--- src/rtl/control_unit_if.sv ---
// control_unit_if: strobe bus between the hardwired control unit and the single-bus datapath
`timescale 1ns/1ps
interface control_unit_if;
   logic [31:0] IR;
   logic        CON;
   logic        Stop;
   logic        PCout, MARin, IncPC, Read, Write, MDRin, MDRout, IRin;
   logic        Gra, Grb, Grc, Rin, Rout, BAout;
   logic        Yin, Zin, Zlowout, Cout, HIout, LOout, PCin, CONin;
   logic [1:0]  ALUop;
   logic        Run;
   modport master (
      input  IR, CON, Stop,
      output PCout, MARin, IncPC, Read, Write, MDRin, MDRout, IRin,
      output Gra, Grb, Grc, Rin, Rout, BAout,
      output Yin, Zin, Zlowout, Cout, HIout, LOout, PCin, CONin,
      output ALUop, Run
   );
   modport slave (
      output IR, CON, Stop,
      input  PCout, MARin, IncPC, Read, Write, MDRin, MDRout, IRin,
      input  Gra, Grb, Grc, Rin, Rout, BAout,
      input  Yin, Zin, Zlowout, Cout, HIout, LOout, PCin, CONin,
      input  ALUop, Run
   );
endinterface

--- src/rtl/control_unit.sv ---
// control_unit: Moore sequencer driving fetch, decode and execute strobes for the single-bus CPU datapath
`timescale 1ns/1ps
module control_unit (
   input logic            clk,
   input logic            clr,
   control_unit_if.master bus
);
   typedef enum logic [3:0] {RESET, T0, T1, T2, T3, T4, T5, T6, T7, HALTED} state_t;
   localparam logic [4:0] OP_LD = 5'b00000, OP_LDI = 5'b00001, OP_ST = 5'b00010, OP_ADD = 5'b00011;
   localparam logic [4:0] OP_SUB = 5'b00100, OP_ADDI = 5'b01100, OP_BR = 5'b10010, OP_JR = 5'b10100;
   localparam logic [4:0] OP_MFHI = 5'b11000, OP_MFLO = 5'b11001, OP_HALT = 5'b11011;
   state_t     state, state_nxt, last;
   logic [4:0] op;
   logic       is_ld, is_ldi, is_st, is_add, is_sub, is_addi, is_br, is_jr, is_mfhi, is_mflo, is_halt;
   logic       alu3, imm, ldst;
   logic       unused_ir;
   assign unused_ir = ^bus.IR[26:0];
   assign is_ld   = op == OP_LD;
   assign is_ldi  = op == OP_LDI;
   assign is_st   = op == OP_ST;
   assign is_add  = op == OP_ADD;
   assign is_sub  = op == OP_SUB;
   assign is_addi = op == OP_ADDI;
   assign is_br   = op == OP_BR;
   assign is_jr   = op == OP_JR;
   assign is_mfhi = op == OP_MFHI;
   assign is_mflo = op == OP_MFLO;
   assign is_halt = op == OP_HALT;
   assign alu3    = is_add | is_sub | is_addi;
   assign ldst    = is_ld | is_st;
   assign imm     = is_ldi | ldst;
   assign last    = ldst ? T7 : is_br ? T6 : (alu3 | is_ldi) ? T5 : T3;
   // state register and opcode latch; clr aborts the instruction without waiting for an edge
   always_ff @(posedge clk or posedge clr)
      if (clr) begin
         state <= RESET;
         op    <= '0;
      end else begin
         state <= state_nxt;
         if (state == T2) op <= bus.IR[31:27];
      end
   // step sequencing: fetch is common, execute length depends on the latched opcode
   always_comb begin
      state_nxt = state;
      case (state)
         RESET:      state_nxt = T0;
         HALTED:     state_nxt = HALTED;
         T0, T1, T2: state_nxt = state_t'(state + 4'd1);
         default:    state_nxt = state != last ? state_t'(state + 4'd1) : (bus.Stop || is_halt) ? HALTED : T0;
      endcase
   end
   // strobe decode from the current step and latched opcode
   always_comb begin
      bus.PCout = 1'b0; bus.MARin = 1'b0; bus.IncPC = 1'b0; bus.Read = 1'b0;
      bus.Write = 1'b0; bus.MDRin = 1'b0; bus.MDRout = 1'b0; bus.IRin = 1'b0;
      bus.Gra = 1'b0; bus.Grb = 1'b0; bus.Grc = 1'b0; bus.Rin = 1'b0; bus.Rout = 1'b0; bus.BAout = 1'b0;
      bus.Yin = 1'b0; bus.Zin = 1'b0; bus.Zlowout = 1'b0; bus.Cout = 1'b0;
      bus.HIout = 1'b0; bus.LOout = 1'b0; bus.PCin = 1'b0; bus.CONin = 1'b0;
      bus.ALUop = 2'b00;
      bus.Run = state inside {T0, T1, T2, T3, T4, T5, T6, T7};
      case (state)
         T0: begin bus.PCout = 1'b1; bus.MARin = 1'b1; end
         T1: begin bus.IncPC = 1'b1; bus.Read = 1'b1; bus.MDRin = 1'b1; end
         T2: begin bus.MDRout = 1'b1; bus.IRin = 1'b1; end
         T3: begin
            bus.Grb   = alu3 | imm;
            bus.BAout = imm;
            bus.Yin   = alu3 | imm;
            bus.Rout  = alu3 | is_br | is_jr;
            bus.Gra   = is_br | is_jr | is_mfhi | is_mflo;
            bus.CONin = is_br;
            bus.PCin  = is_jr;
            bus.HIout = is_mfhi;
            bus.LOout = is_mflo;
            bus.Rin   = is_mfhi | is_mflo;
         end
         T4: begin
            bus.Grc   = is_add | is_sub;
            bus.Rout  = is_add | is_sub;
            bus.Cout  = is_addi | imm;
            bus.Zin   = !is_br;
            bus.PCout = is_br;
            bus.Yin   = is_br;
            bus.ALUop = {1'b0, is_sub};
         end
         T5: begin
            bus.Zlowout = !is_br;
            bus.Gra     = !is_br && !ldst;
            bus.Rin     = !is_br && !ldst;
            bus.MARin   = ldst;
            bus.Cout    = is_br;
            bus.Zin     = is_br;
         end
         T6: begin
            bus.Read    = is_ld;
            bus.MDRin   = ldst;
            bus.Gra     = is_st;
            bus.Rout    = is_st;
            bus.Zlowout = is_br;
            bus.PCin    = is_br & bus.CON;
         end
         T7: begin
            bus.MDRout = is_ld;
            bus.Gra    = is_ld;
            bus.Rin    = is_ld;
            bus.Write  = is_st;
         end
         default: ;
      endcase
   end
endmodule

--- src/flat_wrapper.sv ---
// flat-port wrapper written by rule: the top's interface ports become plain ports
module control_unit_flat 
  (clk, clr, bus_IR, bus_CON, bus_Stop, bus_PCout, bus_MARin, bus_IncPC, bus_Read, bus_Write, bus_MDRin, bus_MDRout, bus_IRin, bus_Gra, bus_Grb, bus_Grc, bus_Rin, bus_Rout, bus_BAout, bus_Yin, bus_Zin, bus_Zlowout, bus_Cout, bus_HIout, bus_LOout, bus_PCin, bus_CONin, bus_ALUop, bus_Run);
  control_unit_if bus_i ();
  input logic clk;
  input logic clr;
  input wire logic [$bits(bus_i.IR)-1:0] bus_IR;
  input wire logic [$bits(bus_i.CON)-1:0] bus_CON;
  input wire logic [$bits(bus_i.Stop)-1:0] bus_Stop;
  output wire logic [$bits(bus_i.PCout)-1:0] bus_PCout;
  output wire logic [$bits(bus_i.MARin)-1:0] bus_MARin;
  output wire logic [$bits(bus_i.IncPC)-1:0] bus_IncPC;
  output wire logic [$bits(bus_i.Read)-1:0] bus_Read;
  output wire logic [$bits(bus_i.Write)-1:0] bus_Write;
  output wire logic [$bits(bus_i.MDRin)-1:0] bus_MDRin;
  output wire logic [$bits(bus_i.MDRout)-1:0] bus_MDRout;
  output wire logic [$bits(bus_i.IRin)-1:0] bus_IRin;
  output wire logic [$bits(bus_i.Gra)-1:0] bus_Gra;
  output wire logic [$bits(bus_i.Grb)-1:0] bus_Grb;
  output wire logic [$bits(bus_i.Grc)-1:0] bus_Grc;
  output wire logic [$bits(bus_i.Rin)-1:0] bus_Rin;
  output wire logic [$bits(bus_i.Rout)-1:0] bus_Rout;
  output wire logic [$bits(bus_i.BAout)-1:0] bus_BAout;
  output wire logic [$bits(bus_i.Yin)-1:0] bus_Yin;
  output wire logic [$bits(bus_i.Zin)-1:0] bus_Zin;
  output wire logic [$bits(bus_i.Zlowout)-1:0] bus_Zlowout;
  output wire logic [$bits(bus_i.Cout)-1:0] bus_Cout;
  output wire logic [$bits(bus_i.HIout)-1:0] bus_HIout;
  output wire logic [$bits(bus_i.LOout)-1:0] bus_LOout;
  output wire logic [$bits(bus_i.PCin)-1:0] bus_PCin;
  output wire logic [$bits(bus_i.CONin)-1:0] bus_CONin;
  output wire logic [$bits(bus_i.ALUop)-1:0] bus_ALUop;
  output wire logic [$bits(bus_i.Run)-1:0] bus_Run;
  assign bus_i.IR = bus_IR;
  assign bus_i.CON = bus_CON;
  assign bus_i.Stop = bus_Stop;
  assign bus_PCout = bus_i.PCout;
  assign bus_MARin = bus_i.MARin;
  assign bus_IncPC = bus_i.IncPC;
  assign bus_Read = bus_i.Read;
  assign bus_Write = bus_i.Write;
  assign bus_MDRin = bus_i.MDRin;
  assign bus_MDRout = bus_i.MDRout;
  assign bus_IRin = bus_i.IRin;
  assign bus_Gra = bus_i.Gra;
  assign bus_Grb = bus_i.Grb;
  assign bus_Grc = bus_i.Grc;
  assign bus_Rin = bus_i.Rin;
  assign bus_Rout = bus_i.Rout;
  assign bus_BAout = bus_i.BAout;
  assign bus_Yin = bus_i.Yin;
  assign bus_Zin = bus_i.Zin;
  assign bus_Zlowout = bus_i.Zlowout;
  assign bus_Cout = bus_i.Cout;
  assign bus_HIout = bus_i.HIout;
  assign bus_LOout = bus_i.LOout;
  assign bus_PCin = bus_i.PCin;
  assign bus_CONin = bus_i.CONin;
  assign bus_ALUop = bus_i.ALUop;
  assign bus_Run = bus_i.Run;
  control_unit u_core (.clk(clk), .clr(clr), .bus(bus_i));
endmodule
--- config.mk ---
export PLATFORM = sky130hd
export DESIGN_NAME = control_unit_flat
export DESIGN_NICKNAME = d
export VERILOG_FILES = /design/src/rtl/control_unit_if.sv /design/src/rtl/control_unit.sv /design/src/flat_wrapper.sv
export SDC_FILE = /design/constraint.sdc
export NUM_CORES = 1
export LEC_CHECK = 0
export CORE_MARGIN = 2
export CORE_UTILIZATION = 60
export CTS_CLUSTER_SIZE = 16
export DETAILED_ROUTE_END_ITERATION = 6
export DONT_BUFFER_PORTS = 1
export PLACE_DENSITY = 0.74
export SYNTH_ARGS = -nofsm -noshare
export SYNTH_HDL_FRONTEND = slang
export SYNTH_SLANG_ARGS = --single-unit
--- constraint.sdc ---
create_clock -name clk -period 3.4 [get_ports clk]
set_input_delay 0.85 -clock clk [delete_from_list [all_inputs] [get_ports clk]]
set_output_delay 0.85 -clock clk [all_outputs]
set_load 0.02 [all_outputs]
# Yosys cells after proc, flatten, opt, wreduce, memory -nomap -nowiden
# Index checks and enable logic that the tools add are counted.
[op_classes]
eq_ne = 20
bitwise_logic = 14
n_mux = 29
n_addsub = 1
reduce_logical = 8
[op_table]
columns = ["cell", "count"]
rows = [
  ["$eq 5x5->1 const B", 5],
  ["$pmux 1 s2", 10],
  ["$eq 4x3->1 const B", 4],
  ["$mux 4", 4],
  ["$or 1x1->1", 13],
  ["$pmux 4 s3", 1],
  ["$eq 5x2->1 const B", 2],
  ["$mux 1", 10],
  ["$eq 4x2->1 const B", 2],
  ["$eq 4x4->1 const B", 2],
  ["$reduce_bool 8->1", 1],
  ["$pmux 1 s3", 2],
  ["$eq 5x1->1 const B", 1],
  ["$eq 5x3->1 const B", 1],
  ["$eq 5x4->1 const B", 1],
  ["$logic_not 5->1", 1],
  ["$add 4x1->4 const B", 1],
  ["$eq 4x1->1 const B", 1],
  ["$logic_not 4->1", 1],
  ["$ne 4x4->1", 1],
  ["$pmux 1 s4", 1],
  ["$reduce_or 3->1", 1],
  ["$logic_not 1->1", 2],
  ["$mux 2", 1],
  ["other kinds (3)", 3],
]
[word_totals]
word_cells = 74
ff_bits = 9
input_bits = 36
out_inout_bits = 25

# Depth between registers and ports, before layout
[depth]
word_depth = 10
mapped_depth = 9
ltp_nobuf = 8

# Least setup slack after synthesis
# No wires, ideal clock.
[synth_path]
path_kind = "register -> output"
from = "register u_core.op[3]"
to = "output bus_Gra"
t_required_ps = 2550
path_stages_with_launch = 8
t_arrival_ps = 1976
slack_ps = 574
path_buffers = 3
cell_sequence = "dfrtp_1 -> buf_6 -> or2_1 -> buf_6 -> or3_1 -> clkbuf_1 -> a41o_1 -> a221o_1"
[synth_via]
elab_chain_cells = 5
elab_cells_between_ends = 14
cone_classes = "eq/ne: 5; mux: 1; bitwise: 4; reduce/logical: 4"
[synth_lines]
columns = ["element", "line_no", "text"]
rows = [
  ["start, declared", "control_unit.sv:13", "logic [4:0] op;"],
  ["start signal, assigned", "control_unit.sv:40", "if (state == T2) op <= bus.IR[31:27];"],
  ["$eq 5x5->1, or another cell as far along", "control_unit.sv:24", "assign is_br = op == OP_BR;"],
  ["$or 1x1->1, on equally long branches", "control_unit.sv:70, control_unit.sv:30", ""],
  ["$or 1x1->1 or $logic_not 1->1 (tied branches)", "control_unit.sv:70, control_unit.sv:88", ""],
  ["$or 1x1->1 or $logic_and 1x1->1 (tied branches)", "control_unit.sv:70, control_unit.sv:88", ""],
  ["$pmux 1 s4 *", "control_unit.sv:61", "case (state)"],
  ["end, declared", "flat_wrapper.sv:18", "output wire logic [$bits(bus_i.Gra)-1:0] bus_Gra;"],
]
# Every way passes the cells marked *; elsewhere a longest branch is shown, timed or not.

# Worst setup path after layout
[layout_path]
from = "register u_core.state[0]"
to = "output bus_Gra"
[layout_via]
elab_chain_cells = 2
elab_cells_between_ends = 5
cone_classes = "eq/ne: 4; mux: 1"
[layout_lines]
columns = ["element", "line_no", "text"]
rows = [
  ["start, declared", "control_unit.sv:12", "state_t state, state_nxt, last;"],
  ["start signal, assigned", "control_unit.sv:39", "state <= state_nxt;"],
  ["$eq 4x4->1 or $eq 4x3->1 (tied branches)", "control_unit.sv:61", ""],
  ["$pmux 1 s4 *", "control_unit.sv:61", ""],
]
# Marked as above.

==> impl.org <==
** Die
- The die covers between 2000 and 2500 um2.
- The initialized floorplan defines 14 standard-cell rows.
- Area of the core :: between 1500 and 2000 um2
- The die is about 45 um wide.
- Vertical die dimension :: between 40 and 50 um
- In this run the count of I/O pins placed on the die edge is 61.
- Initial core utilization :: 0.658

** Synthesis
- In this run, synthesis inferred 0 flip-flops with an integrated enable.
- For this run, the register share of the synthesized area comes to 0.222.
- The synthesized netlist occupies a cell area of between 1000 and 1500 um2.
- After synthesis, the share of flip-flops with an asynchronous set or reset is 1.00.
- Cell types with the largest area share after synthesis :: sky130_fd_sc_hd__dfrtp_1 (22%), sky130_fd_sc_hd__nor2_1 (5.2%), sky130_fd_sc_hd__ha_1 (4.9%)
- Counting flops and latches in the post-synthesis netlist gives 9.
- Nets in the synthesized netlist :: 178
- Cells after synthesis :: between 100 and 150
- Count of warnings emitted by yosys :: 0
- The most used flip-flop cell after synthesis is sky130_fd_sc_hd__dfrtp_1.
- Syn Area/Cell :: 7.35 um2
- Summed over all instances, the cell type with the most area after synthesis is sky130_fd_sc_hd__dfrtp_1.
- The synthesized netlist contains between 40 and 50 unique library cells.
- Synth top area share :: 0.222

** Flow run
- Maxcap violations :: 0

** Worst setup path
- Critical Path Sink Type :: primary output
- The startpoint identified for the worst register-to-register timing path is u_core.op[3]$_DFFE_PP0P_.
- The critical path is of the register to primary output type.
- In this run the worst path has a maximum fanout of 7.
- Origin of the worst setup path :: u_core.state[0]$_DFF_PP0_
- STA puts the critical path data arrival time at ~2.4 ns.
- Internal reg-to-reg setup slack :: 0.96 ns
- At the worst endpoint, the required time is 2.55 ns.
- Category of the worst setup path launch point :: register

** Clocking
- Post-CTS resize count :: 0
- Setup bufs post-CTS :: 0
- Clock-pin slew was measured on the worst setup and hold paths at ~0.050 ns.
- Clock Sinks :: 9
- The later pin in the worst-skew pair is clocked with a latency of about 0.26 ns.
- For this design, the CTS-stage hold fixing added 0 buffers.
- CTS built an H-tree with a depth of 1.
- No sink is reached through more buffers than the 2 on the longest clock path.
- TritonCTS built the clock tree.
- The number of clock buffers added by TritonCTS is 3.
- Clock tree synthesis selected as its root buffer the cell sky130_fd_sc_hd__clkbuf_4.

** GRT
- Vias in the first global route :: about 910
- Summed over all layers, the global routing overflow is 0.
- Initial antenna violation count :: 0
- First-pass GRT wire length :: 4130 um
- In the global route stage, overall resource usage came out at 0.282.
- Maximum number of pins on one net before global-route repair :: 15
- GRT met2 Usage :: 0.449
- GR met1 Demand/Resource :: 0.377
- Global routing usage on met3 :: 0.0400
- The global routing stage identified its most utilized layer as met2.

** Drt
- Post-detailed-routing wire length :: 2550 um
- Drt initial violations :: 52
- In the final routed layout, each cell accounts on average for 16.6 um.
- The routed layout has approximately 1,100 vias.
- DRT antenna net count :: 0
- In the routed design, unresolved DRC markers number 0.
- TritonRoute pass-1 iters :: 4
- Using the TritonRoute via totals, the vias-per-cell ratio works out to ~6.9.

** Timing
- After layout, the minimum clock period comes to roughly 3.2 ns.
- Maximum clock frequency :: 311 MHz
- Dividing the final minimum period by the clock period gives 0.947.
- Across all hold checks on the routed design, the worst slack comes to between 0.4 and 0.5 ns.
- Setup repair after global routing left no endpoint under its margin.
- The final number of max-transition violations is 0.
- Worst Tran Pin Value :: 0.659 ns
- Rel. slew slack :: 0.557
- The hold violation total from the final report is 0.
- Setup_tns :: 0 ns
- Setup violations remaining at the end of the flow were counted as 0.
- Clock skew on the completed layout was measured at ~0.001 ns.

** Power
- Power after layout :: between 0.8 and 0.9 mW
- Max IR drop VDD :: between 500 and 600 uV
- The share of total power dissipated in the clock network is 0.087.
- Switching power :: between 0.4 and 0.5 mW
- In this run the static leakage power is between 0.4 and 0.5 nW.
- Proportion of power drawn by combinational gates :: 0.603
- The share of total power dissipated in sequential elements is 0.310.
- Power spread over the standard cell area amounts to 840 nW/um2.
- The internal portion of the total power is 0.418 mW.
- Of the total power, the share spent switching nets is 0.534.

** Placement
- Number of instances in the placed design :: 150
- In this run the tool buffered the top-level ports with 0 buffer cells.
- Weighted congestion at the end of routability-driven global placement :: approximately 0.9
- Summed over all nets, the half-perimeter wirelength after detailed placement is 1960 um.

** Final layout
- # fillers :: 137
- P&R area growth vs syn :: 5.18%
- Diodes inserted :: 0
- The library cell used most frequently in the layout, excluding fill and tap cells, is sky130_fd_sc_hd__nor2_1.
- The net count of the finished layout is between 150 and 200.
- Of the cells placed in the final design, the portion with a size suffix greater than 1 is 0.152.
- Commonest cells after routing, fill and taps aside :: sky130_fd_sc_hd__nor2_1 (14), sky130_fd_sc_hd__nand2_1 (12), sky130_fd_sc_hd__buf_4 (11)
- Number of non-filler instances in the completed layout :: 154

** Hold path
- Worst min-delay path class :: input port to async pin

** Run status
- The flow ran to the end, and the final reports show no timing, DRC or antenna violations.
## sequential cells by signal (all words and copies together) (netlist names)
name,count
u_core.op,5
u_core.state,4
## power by group through the flow
stage	Combinational (mW)	Sequential (mW)	Clock (mW)
global route	0.607	0.295	0.0839
floorplan	0.504	0.202	0
global placement	0.521	0.272	0
finish	0.541	0.278	0.0779
detailed placement	0.533	0.275	0
CTS	0.536	0.274	0.0828
## layer usage
metal  vias up  share of wire
li1        495              -
met1       488           0.39
met4         0          0.022
met3         7           0.11
met2        65           0.48
met5         -              0
## synth_stat cells, drive strengths merged (3+ instances only)
cell type and instances:
nand2 12, nor2b 3, inv 8, dfrtp 9, nand3 3, nor3 6
clkbuf 11, ha 4, nor4 3, nand2b 4, mux2 4, nor2 14
a21oi 8, buf 4, o21ai 9
## cell type report
cell class | instances | area [um2] | area share
Sequential cell | 9 | 225 | 0.211
Tap cell | 16 | 20.0 | 0.0188
Inverter | 8 | 30.0 | 0.0281
Multi-Input combinational cell | 106 | 683 | 0.640
Timing Repair Buffer | 11 | 82.6 | 0.0774
Clock buffer | 4 | 26.3 | 0.0246
## per-stage QoR
stage	setup WS [ns]	cell area (um2)	utilization
6_report	0.181	1070	0.692
3_5_place_dp	0.468	1040	0.675
3_3_place_gp	0.491	1040	0.675
4_1_cts	0.176	1070	0.692
2_1_floorplan	0.574	1010	-
5_1_grt	0.0544	1070	0.692
## worst paths after layout
| check | end | depth (start not counted) |
|---|---|---|
| max in group asynchronous | u_core.op[1]$_DFFE_PP0P_ | 1 |
| min in group clk | u_core.state[0]$_DFF_PP0_ | 1 |
| min reg2reg | u_core.state[0]$_DFF_PP0_ | 1 |
| max reg2reg | u_core.state[3]$_DFF_PP0_ | 6 |
| max | bus_Gra | 7 |
| min | u_core.state[0]$_DFF_PP0_ | 1 |
## cell families after synthesis
logic type / synth area share
buf+inv: 0.105
simple gates: 0.324
xor+xnor: 0.0173
mux: 0.0641
flops: 0.222
compound gates: 0.215
other cells: 0.00370
fa+ha+maj: 0.0493
## critical path, cell delays in order (launching register included)
cell,delay [ns]
sky130_fd_sc_hd__dfrtp_1,0.45
sky130_fd_sc_hd__inv_1,0.11
sky130_fd_sc_hd__ha_1,0.17
sky130_fd_sc_hd__inv_1,0.09
sky130_fd_sc_hd__or4_1,0.57
sky130_fd_sc_hd__a21oi_1,0.16
sky130_fd_sc_hd__a41o_1,0.27
sky130_fd_sc_hd__a221o_1,0.29
Power figures use the tool's default switching activity.
